## config.mk

```make
export PLATFORM = sky130hd
export DESIGN_NAME = drive_cmd_decoder
export DESIGN_NICKNAME = d
export VERILOG_FILES = /design/src/rtl/drive_cmd_decoder.sv
export SDC_FILE = /design/constraint.sdc
export NUM_CORES = 1
export LEC_CHECK = 0
export ABC_AREA = 1
export CORE_AREA = 2 2 87 89
export CTS_BUF_LIST = sky130_fd_sc_hd__clkbuf_4 sky130_fd_sc_hd__clkbuf_8 sky130_fd_sc_hd__clkbuf_16
export CTS_CLUSTER_DIAMETER = 120
export CTS_CLUSTER_SIZE = 8
export DETAILED_ROUTE_END_ITERATION = 16
export DIE_AREA = 0 0 89 91
export PLACE_DENSITY = 0.82
export SYNTH_ARGS = -nofsm -noshare
export SYNTH_HDL_FRONTEND = slang
export SYNTH_SLANG_ARGS = --single-unit
```

## constraint.sdc

```tcl
create_clock -name m_clock -period 3.1 [get_ports m_clock]
set_input_delay 0.62 -clock m_clock [delete_from_list [all_inputs] [get_ports m_clock]]
set_output_delay 0.62 -clock m_clock [all_outputs]
set_load 0.02 [all_outputs]
```

## src/rtl/drive_cmd_decoder.sv

```systemverilog
// Single-byte drive command decoder with trim pulse generator and link-loss watchdog.
// Optional echo of accepted bytes to UART TX when CMD_ECHO_EN is defined.
module drive_cmd_decoder #(
    parameter int unsigned TRIM_HOLD   = 1_000_001,
    parameter int unsigned WDOG_CYCLES = 50_000_000
) (
    input  logic       m_clock,
    input  logic       p_reset,
    input  logic [7:0] rx_data,
    input  logic       rx_valid,
    output logic [1:0] drive_mode,
    output logic       trim_plus_n,
    output logic       trim_minus_n,
    output logic [7:0] last_cmd,
    output logic [7:0] err_cnt,
    output logic       wdog_trip,
    output logic [7:0] tx_data,
    output logic       tx_valid,
    input  logic       tx_ready
);

    localparam int unsigned HOLD_W = 21;
    localparam int unsigned WDOG_W = 26;
    localparam logic [1:0]  MODE_STOP = 2'b00;
    localparam logic [1:0]  MODE_FWD  = 2'b01;
    localparam logic [1:0]  MODE_REV  = 2'b10;

    typedef enum logic [1:0] {ST_IDLE, ST_HOLD_P, ST_HOLD_M} trim_state_t;

    trim_state_t       state, state_nxt;
    logic [HOLD_W-1:0] hold_cnt, hold_cnt_nxt;
    logic [WDOG_W-1:0] wdog_cnt, wdog_cnt_nxt;
    logic [1:0]        drive_mode_nxt;
    logic [7:0]        last_cmd_nxt;
    logic [7:0]        err_cnt_nxt;
    logic              wdog_trip_nxt;

    logic is_fwd_c, is_rev_c, is_stop_c, is_plus_c, is_minus_c;
    logic is_mode_c, accept_c;

    // Byte classification; letters match either case
    always_comb begin
        is_fwd_c   = (rx_data == 8'h46) || (rx_data == 8'h66);
        is_rev_c   = (rx_data == 8'h42) || (rx_data == 8'h62);
        is_stop_c  = (rx_data == 8'h53) || (rx_data == 8'h73);
        is_plus_c  = (rx_data == 8'h2B);
        is_minus_c = (rx_data == 8'h2D);
        is_mode_c  = is_fwd_c || is_rev_c || is_stop_c;
        accept_c   = rx_valid && (is_mode_c || is_plus_c || is_minus_c);
    end

    // Next-state for mode, status counters, watchdog and trim FSM
    always_comb begin
        state_nxt      = state;
        hold_cnt_nxt   = hold_cnt;
        wdog_cnt_nxt   = wdog_cnt;
        drive_mode_nxt = drive_mode;
        last_cmd_nxt   = last_cmd;
        err_cnt_nxt    = err_cnt;
        wdog_trip_nxt  = wdog_trip;

        if (accept_c) begin
            last_cmd_nxt = rx_data;
            wdog_cnt_nxt = '0;
            if (is_mode_c) begin
                wdog_trip_nxt = 1'b0;
                if (is_fwd_c)      drive_mode_nxt = MODE_FWD;
                else if (is_rev_c) drive_mode_nxt = MODE_REV;
                else               drive_mode_nxt = MODE_STOP;
            end
        end else begin
            if (rx_valid && (err_cnt != 8'hFF)) err_cnt_nxt = err_cnt + 8'd1;
            // Expired watchdog holds its count and keeps forcing STOP
            if (wdog_cnt == WDOG_W'(WDOG_CYCLES - 1)) begin
                drive_mode_nxt = MODE_STOP;
                wdog_trip_nxt  = 1'b1;
            end else begin
                wdog_cnt_nxt = wdog_cnt + WDOG_W'(1);
            end
        end

        unique case (state)
            ST_IDLE: begin
                if (accept_c && is_plus_c) begin
                    state_nxt    = ST_HOLD_P;
                    hold_cnt_nxt = HOLD_W'(TRIM_HOLD - 1);
                end else if (accept_c && is_minus_c) begin
                    state_nxt    = ST_HOLD_M;
                    hold_cnt_nxt = HOLD_W'(TRIM_HOLD - 1);
                end
            end
            ST_HOLD_P, ST_HOLD_M: begin
                if (hold_cnt == '0) state_nxt = ST_IDLE;
                else                hold_cnt_nxt = hold_cnt - HOLD_W'(1);
            end
            default: state_nxt = ST_IDLE;
        endcase
    end

    always_ff @(posedge m_clock or negedge p_reset) begin
        if (!p_reset) begin
            state        <= ST_IDLE;
            hold_cnt     <= '0;
            wdog_cnt     <= '0;
            drive_mode   <= MODE_STOP;
            trim_plus_n  <= 1'b1;
            trim_minus_n <= 1'b1;
            last_cmd     <= '0;
            err_cnt      <= '0;
            wdog_trip    <= 1'b0;
        end else begin
            state        <= state_nxt;
            hold_cnt     <= hold_cnt_nxt;
            wdog_cnt     <= wdog_cnt_nxt;
            drive_mode   <= drive_mode_nxt;
            trim_plus_n  <= (state_nxt != ST_HOLD_P);
            trim_minus_n <= (state_nxt != ST_HOLD_M);
            last_cmd     <= last_cmd_nxt;
            err_cnt      <= err_cnt_nxt;
            wdog_trip    <= wdog_trip_nxt;
        end
    end

`ifdef CMD_ECHO_EN
    // One-entry echo buffer; a new byte overwrites an unsent one
    always_ff @(posedge m_clock or negedge p_reset) begin
        if (!p_reset) begin
            tx_data  <= '0;
            tx_valid <= 1'b0;
        end else if (accept_c) begin
            tx_data  <= rx_data;
            tx_valid <= 1'b1;
        end else if (tx_valid && tx_ready) begin
            tx_valid <= 1'b0;
        end
    end
`else
    logic unused_tx_ready;
    assign unused_tx_ready = tx_ready;
    assign tx_data  = '0;
    assign tx_valid = 1'b0;
`endif

endmodule

```

Word level (Yosys, flattened, before mapping)
Index checks and enable logic that the tools add are counted.
- add/sub/neg operators: 3
- eq/ne operators: 18
- multiplexer cells: 18
- bitwise operators: 1
- reduce and logical (&&, ||, !) cells: 19
- operators with widths (operator ; number):
    $mux 21 ; 3
    $mux 26 ; 2
    $eq 8x7->1 const B ; 6
    $pmux 21 s2 ; 1
    $add 26x1->26 const B ; 1
    $eq 26x26->1 const B ; 1
    $logic_not 21->1 ; 1
    $sub 21x1->21 const B ; 1
    $eq 8x6->1 const B ; 2
    $mux 2 ; 8
    $add 8x1->8 const B ; 1
    $ne 2x2->1 const B ; 4
    $ne 8x8->1 const B ; 1
    $logic_or 1x1->1 ; 7
    $logic_and 1x1->1 ; 4
    $pmux 2 s2 ; 1
    $reduce_and 2->1 ; 2
    $reduce_bool 2->1 ; 2
    $mux 1 ; 3
    $ne 3x3->1 const B ; 1
    $reduce_and 3->1 ; 1
    $eq 2x1->1 const B ; 1
    $eq 2x2->1 const B ; 1
    $logic_not 2->1 ; 1
    3 further kinds ; 3
- register bits: 70
- input port bits: 12
- output and inout bits: 30
- word-level logic and storage cells: 68

Longest topological paths before layout
- depth after elaboration: 12
- gate-level depth with buffers: 12
- depth with buffers taken out: 12

Least setup slack after synthesis
No wires, ideal clock.
- path kind: register to register
- start point: reg hold_cnt[0]
- end point: reg hold_cnt[9]
- library setup time: 0.117 ns
- arrival: 1.525 ns
- required time: 2.983 ns
- setup slack: 1.459 ns
- cell stages (with the launch flop): 13
- path buffers: 1
- period minus slack after synthesis: 1.641 ns
- cells stage by stage: dfrtp_1 -> inv_1 -> ha_1 -> nand2_2 -> nor2_4 -> nand3_2 -> nand2_1 -> nand2_2 -> nand2_4 -> inv_4 -> buf_6 -> nand2_1 -> nand2_1
- cells in the longest elaborated chain, start to end: 3
- elaborated cells on any way between the ends: 6
- those cells by class: add/sub: 1; eq/ne: 1; mux: 2; reduce/logical: 2
- RTL lines (item ; RTL line ; RTL):
    start: declaration ; 31 ; logic [HOLD_W-1:0] hold_cnt, hold_cnt_nxt;
    start signal: assignment ; 113 ; hold_cnt <= hold_cnt_nxt;
    $sub 21x1->21 / $logic_not 21->1 (equally long branches) ; 94, 93 ;
    $mux 21 / $ne 2x2->1 (equally long branches) ; - ;
    $pmux 21 s2 / $reduce_and 3->1 (equally long branches) ; - ;
Parallel ways exist; a longest one is shown, timed or not. The select of a mux whose other input is x is not followed.
A chain may end at the register's enable or synchronous reset.

Worst setup path after layout
- start point: reg state[0]
- end point: reg hold_cnt[18]
- cells in the longest elaborated chain, start to end: 4
- elaborated cells on any way between the ends: 9
- those cells by class: eq/ne: 4; mux: 1; reduce/logical: 4
- RTL lines (item ; RTL line ; RTL):
    start: declaration ; 30 ; trim_state_t state, state_nxt;
    start signal: assignment ; 112 ; state <= state_nxt;
    $eq 2x1->1 / $eq 2x2->1 (equally long branches) ; 82 ; unique case (state)
    $reduce_or 2->1 ; 82 ;
    $ne 2x2->1 (no line) / $reduce_bool 2->1 (equally long branches) ; - ;
    $reduce_and 3->1 (no line) ; - ;
Parallel ways exist; a longest one is shown, timed or not.

==> run metrics <==
TritonCTS clock tree=built; clock insertion delay at the later pin of the skew report=0.36 ns; Max-Cap Viols=0; headroom to the max-slew limit=0.424; post-route setup TNS=0 ns; cell area after layout=about 0.0047 mm²; number of hold buffers added after CTS=0; post-synthesis cell area=0.00418 mm²; unrepaired setup endpoints after global routing=no; antenna violations before repair=0; cell depth of the worst setup path=9; type of element launching the critical path=flip-flop; master cell of the clock root buffer=sky130_fd_sc_hd__clkbuf_8; Distinct cells, synth=31; vias in the first global route=roughly 3700; sum of overflow across all layers after global routing=0; area of placed instances=roughly 0.0045 mm²; Worst Setup End Kind=flip-flop; synthesis-to-finish area growth=12.8%; port bufs=31; initial detailed-routing violation count=roughly 160; post-synthesis sequential area ratio=0.419; first element of the critical path=state[0]; Worst Path Buf+Inv=3; cell area power density=slightly above 900 mW/mm²; fraction of synthesis flops using an asynchronous set or reset pin=1.00; top library cells by usage in the layout, fill and taps aside=sky130_fd_sc_hd__nand2_1 (185), sky130_fd_sc_hd__nor2_1 (98), sky130_fd_sc_hd__dfrtp_1 (68); clock skew after layout=roughly 0.01 ns; number of nets still failing antenna checks after routing=0; syn_area_per_cell=7.21 µm²; Floorplan Core Area=0.00714 mm²; # Post-CTS Setup Buffers=0; global-route total usage across every layer=0.239; total number of vias=3720; average routed wire per standard cell=12.5 µm; final critical path time including I/O delays and setup=2.30 ns; cell repeated most along the worst path=sky130_fd_sc_hd__nand2_1; clk buf depth=2; crit path capture=hold_cnt[18]; worst-path cell with the longest stage delay=sky130_fd_sc_hd__ha_1; gp weighted congestion=0.945; hold violation count in the final report=0; CTS H-tree lvls=3; leading cell type in the layout, fill and taps excluded=sky130_fd_sc_hd__nand2_1; depth of the worst register-to-register path=9; standard-cell rows=31; Yosys reg bits=70; clock-pin slew reported for the worst setup and hold paths after clock tree synthesis=0.08 ns; class of the most critical hold timing path=in -> async; DRC violation count after routing=0; TritonCTS buffer count=9; crit share post-route=0.741; post-route core utilization=0.661; Post-synth EDFFs=0; Die X=89 µm; pin count of the biggest net entering global routing=71; worst supply voltage drop on vdd=0.686 mV; max-slew violation count=0; effective utilization at floorplan=0.586; gate count of the mapped netlist=580; layout cells sized above 1=0.0647; # nets final=630; diode insertion count for antenna repair=0; cell family with most CP delay=simple AND/OR/NAND/NOR gates; sum of net half-perimeters after detailed placement=6.41 mm; warning count from the yosys run=0; achievable clock frequency=about 0.44 GHz; num ports=42; required time at the worst-slack endpoint=3.35 ns; worst reg2reg startpoint=state[0]; clock sinks=70; die height=around 90 µm; setup slack of the most critical reg-to-reg path=about 0.8 ns; endpoint of the most critical register-to-register path=hold_cnt[18]; final setup violating endpoints=0; critical path cell sequence=inv_1 -> ha_1 -> inv_1 -> nand2_1 -> nand2_2 -> nand2_4 -> inv_4 -> nand2_1 -> nand2_1; type of the worst setup path=reg -> reg; dominant synthesized flop cell=sky130_fd_sc_hd__dfrtp_1; total detailed-routing wirelength=between 8 and 9 mm; Crit path largest cell delay=approximately 0.59 ns; global-route wire length before repair=15.4 mm; vias per cell=5.19; count of TritonRoute iterations in the first routing pass=5; result of the run=finished clean; Die Outline Area=0.00810 mm²; critical path data arrival time=2.54 ns; transition at the pin with the smallest max-transition slack=0.863 ns; maximum fanout encountered on the critical timing path=31; leakage power of the design=2.33 nW; Resize count post-CTS=0
[flip-flops by register name, indices dropped and copies added (netlist names)]
signal / count
drive_mode: 2
err_cnt: 8
hold_cnt: 21
last_cmd: 8
state: 2
trim_minus_n: 1
trim_plus_n: 1
wdog_cnt: 26
wdog_trip: 1
[cells in the mapped netlist, types with 3 or more instances]
cell type,n,area share
sky130_fd_sc_hd__ha_1,5,0.015
sky130_fd_sc_hd__buf_6,4,0.011
sky130_fd_sc_hd__nand2_1,185,0.17
sky130_fd_sc_hd__o21ai_0,20,0.024
sky130_fd_sc_hd__buf_2,3,0.0036
sky130_fd_sc_hd__o21ai_2,3,0.0063
sky130_fd_sc_hd__nand4_1,15,0.022
sky130_fd_sc_hd__xor2_1,27,0.057
sky130_fd_sc_hd__buf_4,10,0.018
sky130_fd_sc_hd__nand3_1,47,0.056
sky130_fd_sc_hd__nand2_2,4,0.0060
sky130_fd_sc_hd__inv_1,50,0.045
sky130_fd_sc_hd__nor3_1,13,0.016
sky130_fd_sc_hd__nor2_1,98,0.088
sky130_fd_sc_hd__xnor2_1,8,0.017
sky130_fd_sc_hd__dfrtp_1,68,0.41
[through the flow]
| stage | std cells | power (mW) | hold WS [ns] | worst slack [ns] |
|---|---|---|---|---|
| 6_report | 717 | 4.28 | 0.456 | 0.804 |
| 5_1_grt | 717 | 4.64 | 0.533 | 0.612 |
| 4_1_cts | 717 | 4.28 | 0.487 | 0.828 |
| 3_5_place_dp | 701 | 3.51 | 0.464 | 0.627 |
| 3_3_place_gp | 701 | 3.43 | 0.468 | 0.655 |
| 2_1_floorplan | 588 | 3.07 | 0.324 | 1.46 |
[area by class of cell]
class / count / area [µm²]
timing repair buffer: 33 / 320
clock buffer: 9 / 124
fill: 623 / 2420
multi-input combinational: 447 / 2120
sequential: 70 / 1750
clock inverter: 7 / 81.3
inverter: 52 / 198
tap: 99 / 124
[cells by family after synthesis]
group / after synthesis / share of synthesized area
buffers and inverters: 71 / 0.0813
XOR/XNOR: 35 / 0.0733
other: 1 / 0.000896
flip-flops: 70 / 0.419
AND/OR/NAND/NOR: 372 / 0.374
AO/OA/AOI/OAI: 26 / 0.0359
adder cells (fa/ha/maj): 5 / 0.0150
[metal layers]
layer | GRT usage | part of all wire
met1 | 0.293 | 0.43
met2 | 0.396 | 0.50
met3 | 0.0718 | 0.045
met4 | 0.0808 | 0.019
met5 | 0 | 0
[worst min-delay path by stage]
stage	from	endpoint	slack, ns	cells past startpoint
final	p_reset	err_cnt[4]	0.46	2
after global routing	drive_mode[1]	drive_mode[1]	0.53	2
after CTS	p_reset	wdog_cnt[4]	0.49	2
after detailed placement	last_cmd[5]	last_cmd[5]	0.46	2
after global placement	last_cmd[4]	last_cmd[4]	0.47	2
after floorplan	p_reset	drive_mode[0]	0.32	0
[power breakdown]
part,internal [mW],switching (mW)
Combinational,0.705,1.26
Sequential,1.23,0.329
Clock,0.381,0.378
Total,2.31,1.97
No activity file was read; power rests on OpenSTA's default activity.
